File: src/rtl/ula_pkg.sv
// Shared opcodes, FSM encoding and display constants for the arbitrated ALU.
package ula_pkg;

  localparam logic [2:0] OP_AND  = 3'b000;
  localparam logic [2:0] OP_OR   = 3'b001;
  localparam logic [2:0] OP_ADD  = 3'b010;
  localparam logic [2:0] OP_SUB  = 3'b011;
  localparam logic [2:0] OP_DBL  = 3'b100;
  localparam logic [2:0] OP_HALF = 3'b101;

  localparam logic [6:0] SEG_BLANK = 7'b1111111;

  typedef enum logic [1:0] {
    OCIOSO  = 2'd0,
    CALCULA = 2'd1,
    ENTREGA = 2'd2
  } estado_t;

endpackage

File: src/rtl/decodificador_7seg.sv
// Hex digit to active-low 7-segment pattern (bit 6 = a ... bit 0 = g); 10..15 blank.
module decodificador_7seg
  import ula_pkg::*;
(
  input  logic [3:0] digito,
  output logic [6:0] seg
);

  always_comb begin
    seg = SEG_BLANK;
    case (digito)
      4'd0:    seg = 7'b0000001;
      4'd1:    seg = 7'b1001111;
      4'd2:    seg = 7'b0010010;
      4'd3:    seg = 7'b0000110;
      4'd4:    seg = 7'b1001100;
      4'd5:    seg = 7'b0100100;
      4'd6:    seg = 7'b0100000;
      4'd7:    seg = 7'b0001111;
      4'd8:    seg = 7'b0000000;
      4'd9:    seg = 7'b0000100;
      default: seg = SEG_BLANK;
    endcase
  end

endmodule

File: src/rtl/ula_arbitro.sv
// Two-requester round-robin arbiter in front of a small ALU, three cycles per
// operation (capture, compute, deliver), with a 7-segment view of the last good result.
module ula_arbitro
  import ula_pkg::*;
#(
  parameter int W = 4
) (
  input  logic         clk,
  input  logic         rst,
  input  logic         req0,
  input  logic         req1,
  input  logic [2:0]   sel0,
  input  logic [2:0]   sel1,
  input  logic [W-1:0] a0,
  input  logic [W-1:0] b0,
  input  logic [W-1:0] a1,
  input  logic [W-1:0] b1,
  output logic         gnt0,
  output logic         gnt1,
  output logic         done,
  output logic         done_id,
  output logic [W-1:0] resultado,
  output logic         erro,
  output logic         ocupado,
  output logic [6:0]   HEX2
);

  estado_t        estado, prox;
  logic           ptr;
  logic           dono;
  logic           vencedor;
  logic [2:0]     sel_p0;
  logic [W-1:0]   a_p0, b_p0;
  logic [W-1:0]   alu_res;
  logic           alu_err;
  logic [3:0]     disp;

  // MSB flags an illegal opcode; the result is forced to zero in that case.
  function automatic logic [W:0] ula_calc(input logic [2:0] op,
                                          input logic [W-1:0] a,
                                          input logic [W-1:0] b);
    logic [W:0] r;
    r = '0;
    case (op)
      OP_AND:  r[W-1:0] = a & b;
      OP_OR:   r[W-1:0] = a | b;
      OP_ADD:  r[W-1:0] = a + b;
      OP_SUB:  r[W-1:0] = a - b;
      OP_DBL:  r[W-1:0] = a << 1;
      OP_HALF: r[W-1:0] = a >> 1;
      default: r[W]     = 1'b1;
    endcase
    return r;
  endfunction

  // With both requests pending the pointer decides; otherwise the lone requester wins.
  assign vencedor = (req0 & req1) ? ptr : ~req0;

  always_comb begin
    prox = estado;
    case (estado)
      OCIOSO:  if (req0 | req1) prox = CALCULA;
      CALCULA: prox = ENTREGA;
      ENTREGA: prox = OCIOSO;
      default: prox = OCIOSO;
    endcase
  end

  always_ff @(posedge clk) begin
    if (rst) begin
      estado    <= OCIOSO;
      ptr       <= 1'b0;
      dono      <= 1'b0;
      resultado <= '0;
      erro      <= 1'b0;
      done_id   <= 1'b0;
      disp      <= 4'd0;
    end else begin
      estado <= prox;
      if (estado == OCIOSO && (req0 | req1)) begin
        dono <= vencedor;
        ptr  <= ~vencedor;
      end
      if (estado == CALCULA) begin
        resultado <= alu_res;
        erro      <= alu_err;
        done_id   <= dono;
      end
      if (estado == ENTREGA && !erro) disp <= resultado[3:0];
    end
  end

  // Operand capture stage: only the values latched on the grant edge are used.
  always_ff @(posedge clk) begin
    if (estado == OCIOSO) begin
      sel_p0 <= vencedor ? sel1 : sel0;
      a_p0   <= vencedor ? a1 : a0;
      b_p0   <= vencedor ? b1 : b0;
    end
  end

  assign {alu_err, alu_res} = ula_calc(sel_p0, a_p0, b_p0);

  assign gnt0    = (estado == CALCULA) && !dono;
  assign gnt1    = (estado == CALCULA) &&  dono;
  assign done    = (estado == ENTREGA);
  assign ocupado = (estado != OCIOSO);

  decodificador_7seg u_dec (
    .digito (disp),
    .seg    (HEX2)
  );

endmodule

File: config.mk
export PLATFORM = sky130hd
export DESIGN_NAME = ula_arbitro
export DESIGN_NICKNAME = d
export VERILOG_FILES = /design/src/rtl/ula_pkg.sv /design/src/rtl/decodificador_7seg.sv /design/src/rtl/ula_arbitro.sv
export SDC_FILE = /design/constraint.sdc
export NUM_CORES = 1
export LEC_CHECK = 0
export ABC_AREA = 1
export BUFFER_PORTS_ARGS = -buffer_cell sky130_fd_sc_hd__buf_2
export CAP_MARGIN = 20
export CORE_MARGIN = 8
export CORE_UTILIZATION = 48
export CTS_CLUSTER_DIAMETER = 40
export DETAILED_ROUTE_END_ITERATION = 10
export GPL_TIMING_DRIVEN = 1
export PLACE_DENSITY = 0.78
export SETUP_SLACK_MARGIN = 0.3
export SYNTH_ARGS = -nofsm -noshare
export SYNTH_HDL_FRONTEND = slang
export SYNTH_SLANG_ARGS = --single-unit
export TNS_END_PERCENT = 50
File: constraint.sdc
create_clock -name clk -period 1.85 [get_ports clk]
set_clock_uncertainty 0.05 [all_clocks]
set_input_delay 0.37 -clock clk [delete_from_list [all_inputs] [get_ports clk]]
set_output_delay 0.37 -clock clk [all_outputs]
set_load 0.01 [all_outputs]
==> results.txt, run 1 <==
The run finished, with violations left. The checks that failed: negative setup slack. The detailed router placed 1642 vias in this run. The number of max-slew violations in the final report is 0, and the count of buffers from port buffering is 42. In this run, placement finished with an instance count of 324. The sequential cells in the finished layout cover a total of 753 um^2. After the last flow step, the layout net total stands at 336. The run gives 4.48 mm as the final routed wirelength across all metal layers.

The clock passes through at most 2 buffers. The final critical path time including I/O delays and setup was 1.96 ns. Iteration-0 DRC count of the detailed router: 50.

In this run the number of H-tree levels came out at 2. Number of clock sinks seen by CTS: 32. Timing analysis after detailed placement gives a worst setup slack of -0.0713 ns.

The cell area after synthesis is 1780 um^2, and the x dimension of the die is 76.9 um. The logs give 2.26 mW for the final total power and 5910 um^2 for the die area. The clock tree root buffer cell was sky130_fd_sc_hd__clkbuf_8. From synthesis to final layout, the design area changed by 44.0%. Setup slack on the worst reg-to-reg path comes out at -0.11 ns. The first global-routing pass estimated 7.16 mm of wire. The depth of the worst hold-timing path came out at 3. For the worst flop-to-flop path, the logic depth is 8. The run gives -0.202 ns as the setup TNS after final layout. The post-route netlist has 42.6% of its cells at a drive strength greater than 1. For the worst-skew pair, the clock arrives at the later sink with an insertion delay of 0.28 ns.

The multi-input combinational cells in the finished layout cover a total of 1070 um^2. The worst setup path is captured at a register. In the post-synthesis netlist, the biggest area contributors are sky130_fd_sc_hd__dfxtp_1 (24%), sky130_fd_sc_hd__edfxtp_1 (19%), sky130_fd_sc_hd__nand2_1 (14%). The area fraction of the dominant cell type after synthesis was 23.6%; the routed via count divided by cell count was 4.75. The tools report the global-route usage over all layers as 14.6%. 43 I/O pins were placed.

The initial antenna violation count is 0. 0 antenna diodes ended up in the layout. The critical path data arrival time is 2.13 ns, and the number of nets produced by synthesis is 264. The worst setup path is launched from a register. At the worst endpoint, the required time is 2.02 ns.

Path type of the worst min-delay path: in2reg. From bottom edge to top edge, the die measures 76.9 um. The area inside the core boundary is 3610 um^2. The number of antenna-violating nets in the routed design came out at 0.

The setup slack after layout is -0.111 ns, and the power per unit of standard cell area is 882 nW/um^2. The total congestion overflow after global routing was 0; the maximum fanout along the worst path was 3. Starting density of the core: 49.3%. Dividing the detail-routed wire length by the instance count gives 12.9 um.

The cell count after synthesis came out at 225. The synthesized design contains 32 register bits. The logs give 1655 for the number of global-route vias before repair and 2 for the final count of negative-setup-slack endpoints. In this run the critical register-to-register path is launched from b_p0[0]$_DFFE_PP_. Maximum number of pins on one net before global-route repair: 13. After clock tree synthesis, the flow added hold-fix buffers numbering 0. The biggest area contributor in the post-synthesis netlist is sky130_fd_sc_hd__dfxtp_1.

The post-route DRC violation count is 0, and the portion of the clock cycle consumed by the worst path in the final layout is 106%. The worst setup path startpoint was b_p0[0]$_DFFE_PP_. The number of filler instances in the final layout was 277. TritonCTS built the clock tree.

The logs give 0 for the yosys synthesis warning count and 73.4% for the worst-case headroom to the max-slew limit. Summing the sequential cell areas from Yosys gives 42.2% of the chip area. Across the run, the number of max-cap violations was 0. Static timing analysis puts the maximum clock frequency at 0.510 GHz. The finished layout holds 346 standard cells, fillers aside. Placement row count: 22.

Setup repair after global routing could not meet its margin everywhere. Following the worst setup path forward leads to its endpoint at resultado[1]$_SDFFE_PP0N_. The kind of critical path is reg2reg. The tools report the HPWL after detailed placement as 3.13 mm. VDD sags by at most 0.000606 V. The run gives 0 as the hold violation count in the final report. In this run the static leakage power is 1.28 nW.

The synthesized area divided by synthesized cell count is 7.91 um^2, and the slew at the pin with the worst max-slew slack is 0.395 ns. The endpoint identified for the worst register-to-register timing path is resultado[1]$_SDFFE_PP0N_. After clock tree synthesis, the clock-pin slew on the worst setup and hold paths is 0.07 ns.

Hold is met by 0.297 ns. The placer's final routability congestion estimate was 0.961; the count of different cell masters after synthesis was 30. The worst hold path begins at sel0[0]. Clock tree synthesis inserted a total of 5 buffers. For this run, the detailed router's first-pass iteration total came to 4.
## worst max-delay path, stage by stage, from the launching register on
cell,delay (ns)
sky130_fd_sc_hd__edfxtp_1,0.43
sky130_fd_sc_hd__inv_2,0.10
sky130_fd_sc_hd__ha_4,0.21
sky130_fd_sc_hd__nand2_4,0.08
sky130_fd_sc_hd__o21ai_4,0.06
sky130_fd_sc_hd__fa_1,0.51
sky130_fd_sc_hd__o31ai_2,0.28
sky130_fd_sc_hd__a211oi_2,0.05
sky130_fd_sc_hd__a21oi_1,0.14
## state kept, by name, indices dropped and copies added, names as in the netlist
signal,cells
estado,2
u_dec.seg,7
sel_p0,3
a_p0,4
disp,4
done_id,1
b_p0,4
erro,1
dono,1
ptr,1
resultado,4
## metrics by stage
stage | utilization [%] | cell area (um^2)
final | 71.1 | 2560
after floorplan | - | 1830
after global routing | 71.1 | 2560
after global placement | 60.3 | 2170
after CTS | 65.6 | 2370
after detailed placement | 60.3 | 2170
## where the power goes
group / switching [mW] / leakage (nW) / internal [mW]
clock network: 0.256 / 0.0588 / 0.433
registers: 0.0576 / 0.285 / 0.815
logic: 0.379 / 0.933 / 0.320
total: 0.692 / 1.28 / 1.57
## worst min-delay path by stage
| stage | endpoint | slack (ns) |
|---|---|---|
| after global routing | sel_p0[0]$_DFFE_PP_ | 0.30 |
| after floorplan | ptr$_SDFFE_PP0P_ | 0.39 |
| final | sel_p0[0]$_DFFE_PP_ | 0.30 |
| after CTS | a_p0[1]$_DFFE_PP_ | 0.29 |
| after global placement | ptr$_SDFFE_PP0P_ | 0.40 |
| after detailed placement | ptr$_SDFFE_PP0P_ | 0.41 |
## Yosys cell counts, drive strengths merged
| library cell | n |
|---|---|
| nor2 | 23 |
| dfxtp | 21 |
| o21ai | 17 |
| a21oi | 11 |
| ha | 12 |
| a211oi | 3 |
| xnor2 | 2 |
| o2111ai | 1 |
| nand2 | 71 |
| o31ai | 1 |
| inv | 32 |
| edfxtp | 11 |
| fa | 1 |
| buf | 2 |
| nand3 | 10 |
| nor3 | 2 |
| or2 | 1 |
| clkbuf | 2 |
| o211ai | 1 |
| nand4 | 1 |
## per-layer routing
metal / share of wire (%) / routed length [um] / vias up / GRT usage [%]
li1: - / - / 859 / -
met4: 1.1 / 51 / 0 / 5.96
met3: 6.7 / 302 / 6 / 5.71
met5: 0 / 0 / - / 0
met1: 40 / 1810 / 721 / 15.1
met2: 52 / 2310 / 56 / 25.7
## placed cells by master (no fill, tap or decap), types with 2 or more instances in the layout
cell / n
sky130_fd_sc_hd__nor2_4: 6
sky130_fd_sc_hd__ha_4: 5
sky130_fd_sc_hd__nor2_1: 14
sky130_fd_sc_hd__a211oi_1: 2
sky130_fd_sc_hd__ha_1: 7
sky130_fd_sc_hd__o21ai_4: 2
sky130_fd_sc_hd__nand2_4: 5
sky130_fd_sc_hd__dfxtp_1: 19
sky130_fd_sc_hd__o21ai_2: 3
sky130_fd_sc_hd__nor2_2: 2
sky130_fd_sc_hd__buf_4: 23
sky130_fd_sc_hd__nand2_2: 6
sky130_fd_sc_hd__buf_6: 3
sky130_fd_sc_hd__dfxtp_2: 2
sky130_fd_sc_hd__nand3_4: 2
sky130_fd_sc_hd__nor3_1: 2
sky130_fd_sc_hd__o21ai_0: 9
sky130_fd_sc_hd__inv_4: 3
sky130_fd_sc_hd__xnor2_1: 2
sky130_fd_sc_hd__a21oi_1: 8
sky130_fd_sc_hd__inv_1: 22
sky130_fd_sc_hd__buf_2: 42
sky130_fd_sc_hd__clkbuf_8: 6
sky130_fd_sc_hd__nand3_1: 7
sky130_fd_sc_hd__o21ai_1: 3
sky130_fd_sc_hd__a21oi_2: 3
sky130_fd_sc_hd__edfxtp_1: 11
sky130_fd_sc_hd__nand2_1: 60
sky130_fd_sc_hd__inv_2: 7
## cell type report
class                      instances  share of cell area, %
timing repair buffer              69                   17.0
sequential                        32                   29.4
inverter                          32                   4.98
tap                               48                   2.34
multi-input combinational        157                   41.7
clock buffer                       6                   3.22
clock inverter                     2                   1.32
## cells by family (layout without fill, tap and decap cells)
logic type	after synthesis	count (layout)	share of synthesized area [%]
flip-flops	32	32	42.2
AND/OR/NAND/NOR	108	108	28.2
adder cells (fa/ha/maj)	13	13	9.56
buffers and inverters	36	109	7.74
XOR/XNOR	2	2	0.985
AO/OA/AOI/OAI	34	34	11.3
## repair_timing
| action | 4_1_cts | 5_1_grt |
|---|---|---|
| pin swaps | 7 | 22 |
| gates resized for setup | 6 | 32 |
| endpoints found under the setup margin | 11 | 13 |
| setup buffers | 7 | 7 |
No activity file was read; power rests on OpenSTA's default activity.
==> run 2: changes to the inputs <==
--- a/config.mk
+++ b/config.mk
@@ -6,14 +6,14 @@
 export NUM_CORES = 1
 export LEC_CHECK = 0
 export ABC_AREA = 1
-export BUFFER_PORTS_ARGS = -buffer_cell sky130_fd_sc_hd__buf_2
 export CAP_MARGIN = 20
 export CORE_MARGIN = 8
-export CORE_UTILIZATION = 48
+export CORE_UTILIZATION = 55
 export CTS_CLUSTER_DIAMETER = 40
 export DETAILED_ROUTE_END_ITERATION = 10
+export DONT_BUFFER_PORTS = 1
 export GPL_TIMING_DRIVEN = 1
-export PLACE_DENSITY = 0.78
+export PLACE_DENSITY = 0.75
 export SETUP_SLACK_MARGIN = 0.3
 export SYNTH_ARGS = -nofsm -noshare
 export SYNTH_HDL_FRONTEND = slang
==> run 2 against run 1 <==
Compared with the run above:
- the run still ends with negative setup slack left
- critical endpoint is now resultado[3]$_SDFFE_PP0N_
- core utilization up 4.3 points
- sequential share of layout area up 3.1 points
- via count down 6.2%
- global-route usage up 1.3 points
- die area down 10%
- setup slack worse by 0.042 ns
- highest routed layer unchanged
- fmax down 2.1%
- critical path type unchanged
==> results.txt, run 2 (synthesized netlist as in run 1, its figures left out) <==
The flow ran to the end, but the final reports show violations. The checks that failed: negative setup slack. Slew at the pin with the worst max-slew slack: 0.387 ns (-0.00862 ns). The depth of the worst hold-timing path works out to 1 (-2). The proportion of total power due to net switching is 33.2% (+2.6 points), and the end-of-flow core utilization is 75.4% (+4.3 points). The initial antenna violation count came out at 0 (unchanged).

The slowest stage of the critical path belongs to the cell sky130_fd_sc_hd__edfxtp_1. The portion of the clock cycle consumed by the worst path in the final layout came out at 108% (+2.3 points). The logs give 296 (-12%) for the number of nets in the final layout and 0 (unchanged) for the number of antenna-violating nets in the routed design.

TritonCTS built the clock tree. The critical path goes through nor2_4, a21oi_2, xnor2_1, ha_1, nand2_1, o21ai_2, inv_1, nand2_1, nand3_1, nand2_1, nand2_1, a21oi_1. The number of cells traversed by the worst register-to-register path was 12 (+4); the final critical path time including I/O delays and setup was 2.00 ns (+0.0419 ns).

The maximum fanout along the worst path was 3 (unchanged). The count of buffers from port buffering was 0 (-100%); the starting density of the core was 57.8% (+8.5 points). The number of hold-repair buffers added at the cts stage came out at 0 (unchanged). The worst setup path is of the reg2reg kind. Setup repair after global routing could not meet its margin everywhere.

The run gives -0.0377 ns (+0.0336 ns) as the pre-CTS setup slack. The largest vdd supply drop was 0.000554 V (-8.5%). The tree is rooted in a sky130_fd_sc_hd__clkbuf_4. Maximum number of pins on one net before global-route repair: 14 (+1). The diode insertion count for antenna repair was 0 (unchanged).

Commonest non-fill, non-tap cell in the layout: sky130_fd_sc_hd__nand2_1. The tools report the number of max-slew violations in the final report as 0 (unchanged). The logs give 1.34 mW (-15%) for the internal power consumption and 6.62 mm (-7.6%) for the global-route wire length before repair. The detailed-routing wirelength on met1 is 1.83 mm (+0.88%), and the max-capacitance violation count is 0 (unchanged). The type of element launching the critical path is a register. The worst-case headroom to the max-slew limit is 73.9% (+0.58 points). The logs give 2.23 ns (+0.10 ns) for the critical path data arrival time and 217 (-22%) for the number of filler instances in the final layout. The power per unit of standard cell area was 863 nW/um^2 (-2.2%); the fraction of layout instances using a drive strength above 1 was 33.7% (-8.9 points). The number of global-route vias before repair came out at 1541 (-6.9%). The final routed wirelength across all metal layers is 4.33 mm (-3.4%). The cell repeated most along the worst path was sky130_fd_sc_hd__nand2_1. Path type of the worst min-delay path: in2reg. The worst setup path is captured at a register. The routed length on met2 was 2.12 mm (-8.1%).

Met3 wire length: 256 um (-15%). In the layout the commonest cells are sky130_fd_sc_hd__nand2_1 (63), sky130_fd_sc_hd__buf_4 (24), sky130_fd_sc_hd__inv_1 (22). The routed via count divided by cell count came out at 5.10 (+7.5%).

The flip-flop count of the largest register after layout works out to 7 (unchanged). The logs give 0.499 GHz (-2.1%) for the top achievable clock speed and 0.907 (-5.7%) for the placer's final routability congestion estimate. For the number of detailed-route iterations in the first pass, the log shows 4 (unchanged). The placement row count was 20 (-9.1%); the post-route DRC violation count was 0 (unchanged).

The setup TNS after final layout is -0.295 ns (-0.0930 ns), and the maximum buffer depth of the clock tree is 2 (unchanged). The total via count in the routed design was 1541 (-6.2%); the iteration-0 DRC count of the detailed router was 47 (-6.0%). The net switching component of the power came out at 0.665 mW (-3.9%). The tools report the clock network latency to the later pin of the worst-skew pair as 0.34 ns (+0.06 ns). The tools report the number of clock sinks seen by CTS as 32 (unchanged). The worst hold margin is 0.0345 ns (-0.262 ns), and the static leakage power is 1.09 nW (-15%). The area inside the core boundary is 3080 um^2 (-15%), and the final count of negative-setup-slack endpoints is 3 (+1). The clock-pin slew of the registers on the worst-case setup and hold paths works out to 0.11 ns (+0.04 ns). From synthesis to final layout, the design area changed by 30.4%. The total congestion overflow after global routing is 0 (unchanged).

The global-route usage over all layers was 15.9% (+1.3 points); the die boundary height was 72.9 um (-5.2%). The endpoint required time on the critical path was 2.08 ns (+0.06 ns); the setup slack after layout was -0.153 ns (-0.0419 ns). The average routed wire per standard cell was 14.3 um (+11%); the I/O pin total was 43 (unchanged). The die area was 5310 um^2 (-10%). Peak per-stage delay on the critical path: 0.49 ns (-0.02 ns).

The x dimension of the die was 72.9 um (-5.2%). For the sequential share of power, the log shows 44.6% (+6.0 points). The hold violation count in the final report was 0 (unchanged). The combinational share of power is 32.4% (+1.5 points), and the total clock buffers created by CTS is 5 (unchanged). For the clock power share, the log shows 23.0% (-7.5 points). The HPWL after detailed placement came out at 2.91 mm (-7.0%). The highest layer touched by signal routing is met4. For the number of H-tree levels, the log shows 2 (unchanged).
==> run 2: cell count changes in the layout (fill, tap and decap cells not counted), sizes merged <==
cell	change
buf	-40
bufinv	-1
clkbuf	+2
inv	-1
==> run 2: path summary, 6_finish.rpt <==
kind         slack, ns                 from                   endpoint
min reg2reg       0.41     ptr$_SDFFE_PP0P_           ptr$_SDFFE_PP0P_
max reg2reg      -0.15  sel_p0[2]$_DFFE_PP_  resultado[3]$_SDFFE_PP0N_
max              -0.15  sel_p0[2]$_DFFE_PP_  resultado[3]$_SDFFE_PP0N_
min               0.03                  rst     estado[1]$_SDFFE_PP0P_
==> run 2: what timing repair did <==
item | CTS | global route
endpoints found under the hold margin | 0 | 0
gates resized for setup | 11 | 31
pin swaps | 16 | 15
buffers inserted | 9 | 3
setup endpoints to repair | 10 | 14
==> run 2: critical path, delay by kind of cell, from the launching register on <==
| kind | cells | cell delay [ns] |
|---|---|---|
| compound gates | 3 | 0.36 |
| xor+xnor | 1 | 0.14 |
| fa+ha+maj | 1 | 0.35 |
| buf+inv | 1 | 0.06 |
| flops | 1 | 0.49 |
| simple gates | 6 | 0.49 |
==> run 2: power by group through the flow <==
stage | sequential, mW | clock, mW | combinational [mW]
final | 0.892 | 0.461 | 0.649
after CTS | 0.887 | 0.471 | 0.555
after global routing | 0.902 | 0.498 | 0.713
after floorplan | 0.889 | 0 | 0.354
after detailed placement | 0.906 | 0 | 0.490
after global placement | 0.905 | 0 | 0.485
==> run 2: cell type report <==
class / count / area (um^2) / area share (%)
clock buffers: 8 / 68.8 / 2.97
repair buffers: 29 / 236 / 10.2
flip-flops and latches: 32 / 754 / 32.5
well taps: 44 / 55.1 / 2.37
inverters: 32 / 133 / 5.72
multi-input cells: 157 / 1070 / 46.2
==> run 2: layer usage <==
layer	up-vias	track usage, %
met5	-	0
met4	0	8.22
met3	14	5.77
met2	52	25.6
met1	692	18.0
li1	783	-
==> run 2: stage by stage <==
stage	area [um^2]	power (mW)	std cells
3_3_place_gp	1990	1.39	282
6_report	2320	2.00	302
3_5_place_dp	1990	1.40	282
4_1_cts	2180	1.91	299
5_1_grt	2320	2.11	302
2_1_floorplan	1830	1.24	225
==> run 3: changes to the inputs <==
--- a/config.mk
+++ b/config.mk
@@ -9,6 +9,7 @@
 export CAP_MARGIN = 20
 export CORE_MARGIN = 8
 export CORE_UTILIZATION = 55
+export CTS_BUF_LIST = sky130_fd_sc_hd__clkbuf_16
 export CTS_CLUSTER_DIAMETER = 40
 export DETAILED_ROUTE_END_ITERATION = 10
 export DONT_BUFFER_PORTS = 1
==> run 3 against run 2 <==
Compared with the run above:
- the flow still finishes with violations (negative setup slack)
- sequential cell count stayed put
- clock power is 64% higher
- non-clock buffer count is 2 lower
- count of clock-buffer cells in the layout is 3 lower
==> results.txt, run 3 (synthesized netlist as in run 1, its figures left out) <==
The tools report the clock tree root buffer cell as sky130_fd_sc_hd__clkbuf_16. Top achievable clock speed: 0.524 GHz (+4.9%). The portion of the clock cycle consumed by the worst path in the final layout was 103% (-5.1 points). The number of filler instances in the final layout came out at 203 (-6.5%). The library cell used most frequently in the layout, excluding fill and tap cells, is sky130_fd_sc_hd__nand2_1.

For the critical path data arrival time, the log shows 2.02 ns (-0.21 ns). The I/O pin total is 43 (unchanged), and the slew at the pin with the worst max-slew slack is 0.394 ns (+0.00708 ns). The die boundary height came out at 72.9 um (unchanged). The type of element launching the critical path was a register.

The number of gates on the worst path with buffers counted is 9 (-3), and the number of global-route vias before repair is 1543 (+0.13%). The starting density of the core is 57.8% (unchanged). The maximum buffer depth of the clock tree was 2 (unchanged); the number of antenna-violating nets in the routed design was 0 (unchanged). The initial antenna violation count is 0 (unchanged), and the average routed wire per standard cell is 14.0 um (-2.2%). The total congestion overflow after global routing was 0 (unchanged); the clock network latency to the later pin of the worst-skew pair was 0.28 ns (-0.06 ns).

The total clock buffers created by CTS was 5 (unchanged); the power per unit of standard cell area was 963 nW/um^2 (+12%). The flow ran to the end, but the final reports show violations. Die area: 5310 um^2 (unchanged).

The maximum fanout along the worst path is 3 (unchanged), and the number of nets in the final layout is 294 (-0.68%). For the iteration-0 DRC count of the detailed router, the log shows 40 (-15%). The tools report the endpoint required time on the critical path as 1.97 ns (-0.11 ns). The flip-flop count of the largest register after layout was 7 (unchanged). The global-route wire length before repair was 6.65 mm (+0.51%); the final critical path time including I/O delays and setup was 1.91 ns (-0.0943 ns).

The global-route usage over all layers is 16.1% (+0.20 points), and the routed via count divided by cell count is 5.13 (+0.60%). The final reports fail on negative setup slack. End-of-flow core utilization: 75.9% (+0.57 points). The worst hold margin was 0.0996 ns (+0.0652 ns); the number of H-tree levels was 2 (unchanged). The post-route non-filler standard cell count is 300 (-0.66%), and the area inside the core boundary is 3080 um^2 (unchanged). Maximum number of pins on one net before global-route repair: 14 (unchanged). The critical path is of the reg2reg type. The setup slack after layout was -0.0586 ns (+0.0943 ns); the clock-pin slew of the registers on the worst-case setup and hold paths was 0.05 ns (-0.06 ns). The run gives 1540 (-0.065%) as the total via count in the routed design. For the number of clock sinks seen by CTS, the log shows 32 (unchanged). Setup repair after global routing could not meet its margin everywhere. The worst-case headroom to the max-slew limit was 73.5% (-0.48 points). The static leakage power was 1.10 nW (+0.60%); the number of detailed-route iterations in the first pass was 4 (unchanged). The tools report the number of max-slew violations in the final report as 0 (unchanged). The depth of the worst hold-timing path works out to 1 (unchanged). The critical path buffer and inverter count is 2 (+1), and the number of placed instances, taps included is 282 (unchanged). TritonCTS built the clock tree. The fraction of layout instances using a drive strength above 1 works out to 31.6% (-2.1 points). The worst setup path is captured at a register. The largest individual stage delay along the critical path comes from the cell sky130_fd_sc_hd__edfxtp_1. Number of cells traversed by the worst register-to-register path: 9 (-3).

The number of hold-repair buffers added at the cts stage is 0 (unchanged). The diode insertion count for antenna repair was 0 (unchanged). The logs give 2.91 mm (unchanged) for the HPWL after detailed placement and 0 (unchanged) for the max-capacitance violation count. The hold violation count in the final report came out at 0 (unchanged).

Compared with the post-synthesis result, the final layout area differs by 31.4%. The run gives 0 (unchanged) as the post-route DRC violation count. In the layout the commonest cells are sky130_fd_sc_hd__nand2_1 (63), sky130_fd_sc_hd__buf_4 (25), sky130_fd_sc_hd__inv_1 (24). The run gives 0.907 (unchanged) as the placer's final routability congestion estimate. The tools report the final count of negative-setup-slack endpoints as 3 (unchanged). The x dimension of the die was 72.9 um (unchanged).

The final routed wirelength across all metal layers came out at 4.20 mm (-2.8%). The cell class contributing the biggest share of worst-path delay is flip-flops. Count of buffers from port buffering: 0 (unchanged). The critical path goes through nor2_4, a21oi_2, xnor2_1, ha_1, buf_4, buf_4, xnor2_1, a21oi_1, a21oi_1. The path class of the tightest hold or removal check is in2reg.

The placement row count is 20 (unchanged), and the peak per-stage delay on the critical path is 0.46 ns (-0.03 ns). The largest vdd supply drop is 0.000803 V (+45%).
[run 3: changes by cell type in the layout (fill, tap and decap cells not counted), sizes merged]
cell	before	now
buf	29	27
clkbuf	8	5
clkinv	1	3
inv	31	32
[run 3: repair_timing]
action	4_1_cts	5_1_grt
setup endpoints to repair	9	12
cloned	0	0
buffers inserted	8	2
pin swaps	16	16
gates resized for setup	11	21
[run 3: report_power, final]
group	switching, mW	internal [mW]
registers	0.0744	0.818
logic	0.331	0.270
clock network	0.274	0.482
total	0.680	1.57
[run 3: worst register-to-register path, stage by stage (launching register included)]
cell                       delay (ns)
sky130_fd_sc_hd__edfxtp_1        0.46
sky130_fd_sc_hd__nor2_4          0.17
sky130_fd_sc_hd__a21oi_2         0.07
sky130_fd_sc_hd__xnor2_1         0.13
sky130_fd_sc_hd__ha_1            0.33
sky130_fd_sc_hd__buf_4           0.15
sky130_fd_sc_hd__buf_4           0.12
sky130_fd_sc_hd__xnor2_1         0.11
sky130_fd_sc_hd__a21oi_1         0.14
sky130_fd_sc_hd__a21oi_1         0.08
[run 3: layout make-up]
class	instances	area, um^2	share of cell area, %
Clock inverter	3	11.3	0.482
Sequential cell	32	754	32.3
Inverter	32	128	5.46
Tap cell	44	55.1	2.36
Clock buffer	5	125	5.35
Multi-Input combinational cell	157	1050	45.1
Timing Repair Buffer	27	210	8.99
[run 3: path summary, 6_finish.rpt]
kind	start	endpoint	slack [ns]
worst max-delay path	sel_p0[2]$_DFFE_PP_	resultado[2]$_SDFFE_PP0N_	-0.06
worst min-delay path	rst	estado[1]$_SDFFE_PP0P_	0.1
worst max register to register	sel_p0[2]$_DFFE_PP_	resultado[2]$_SDFFE_PP0N_	-0.06
worst min register to register	ptr$_SDFFE_PP0P_	ptr$_SDFFE_PP0P_	0.40
[run 3: layer usage]
layer  vias up  GRT usage, %  wire length (um)
met5         -             0                 0
met4         0          8.89               160
met3        17          6.04               301
met2        62          26.4              2060
met1       683          17.5              1680
li1        778             -                 -
[run 3: metrics by stage]
step / setup WS, ns / TNS [ns] / power [mW] / cell area [um^2]
after floorplan: 0.0501 / 0 / 1.24 / 1830
after detailed placement: -0.0377 / -0.0681 / 1.40 / 1990
final: -0.0586 / -0.146 / 2.25 / 2340
after CTS: -0.0113 / -0.0113 / 2.20 / 2240
after global routing: -0.162 / -0.429 / 2.36 / 2340
after global placement: -0.0404 / -0.0404 / 1.39 / 1990
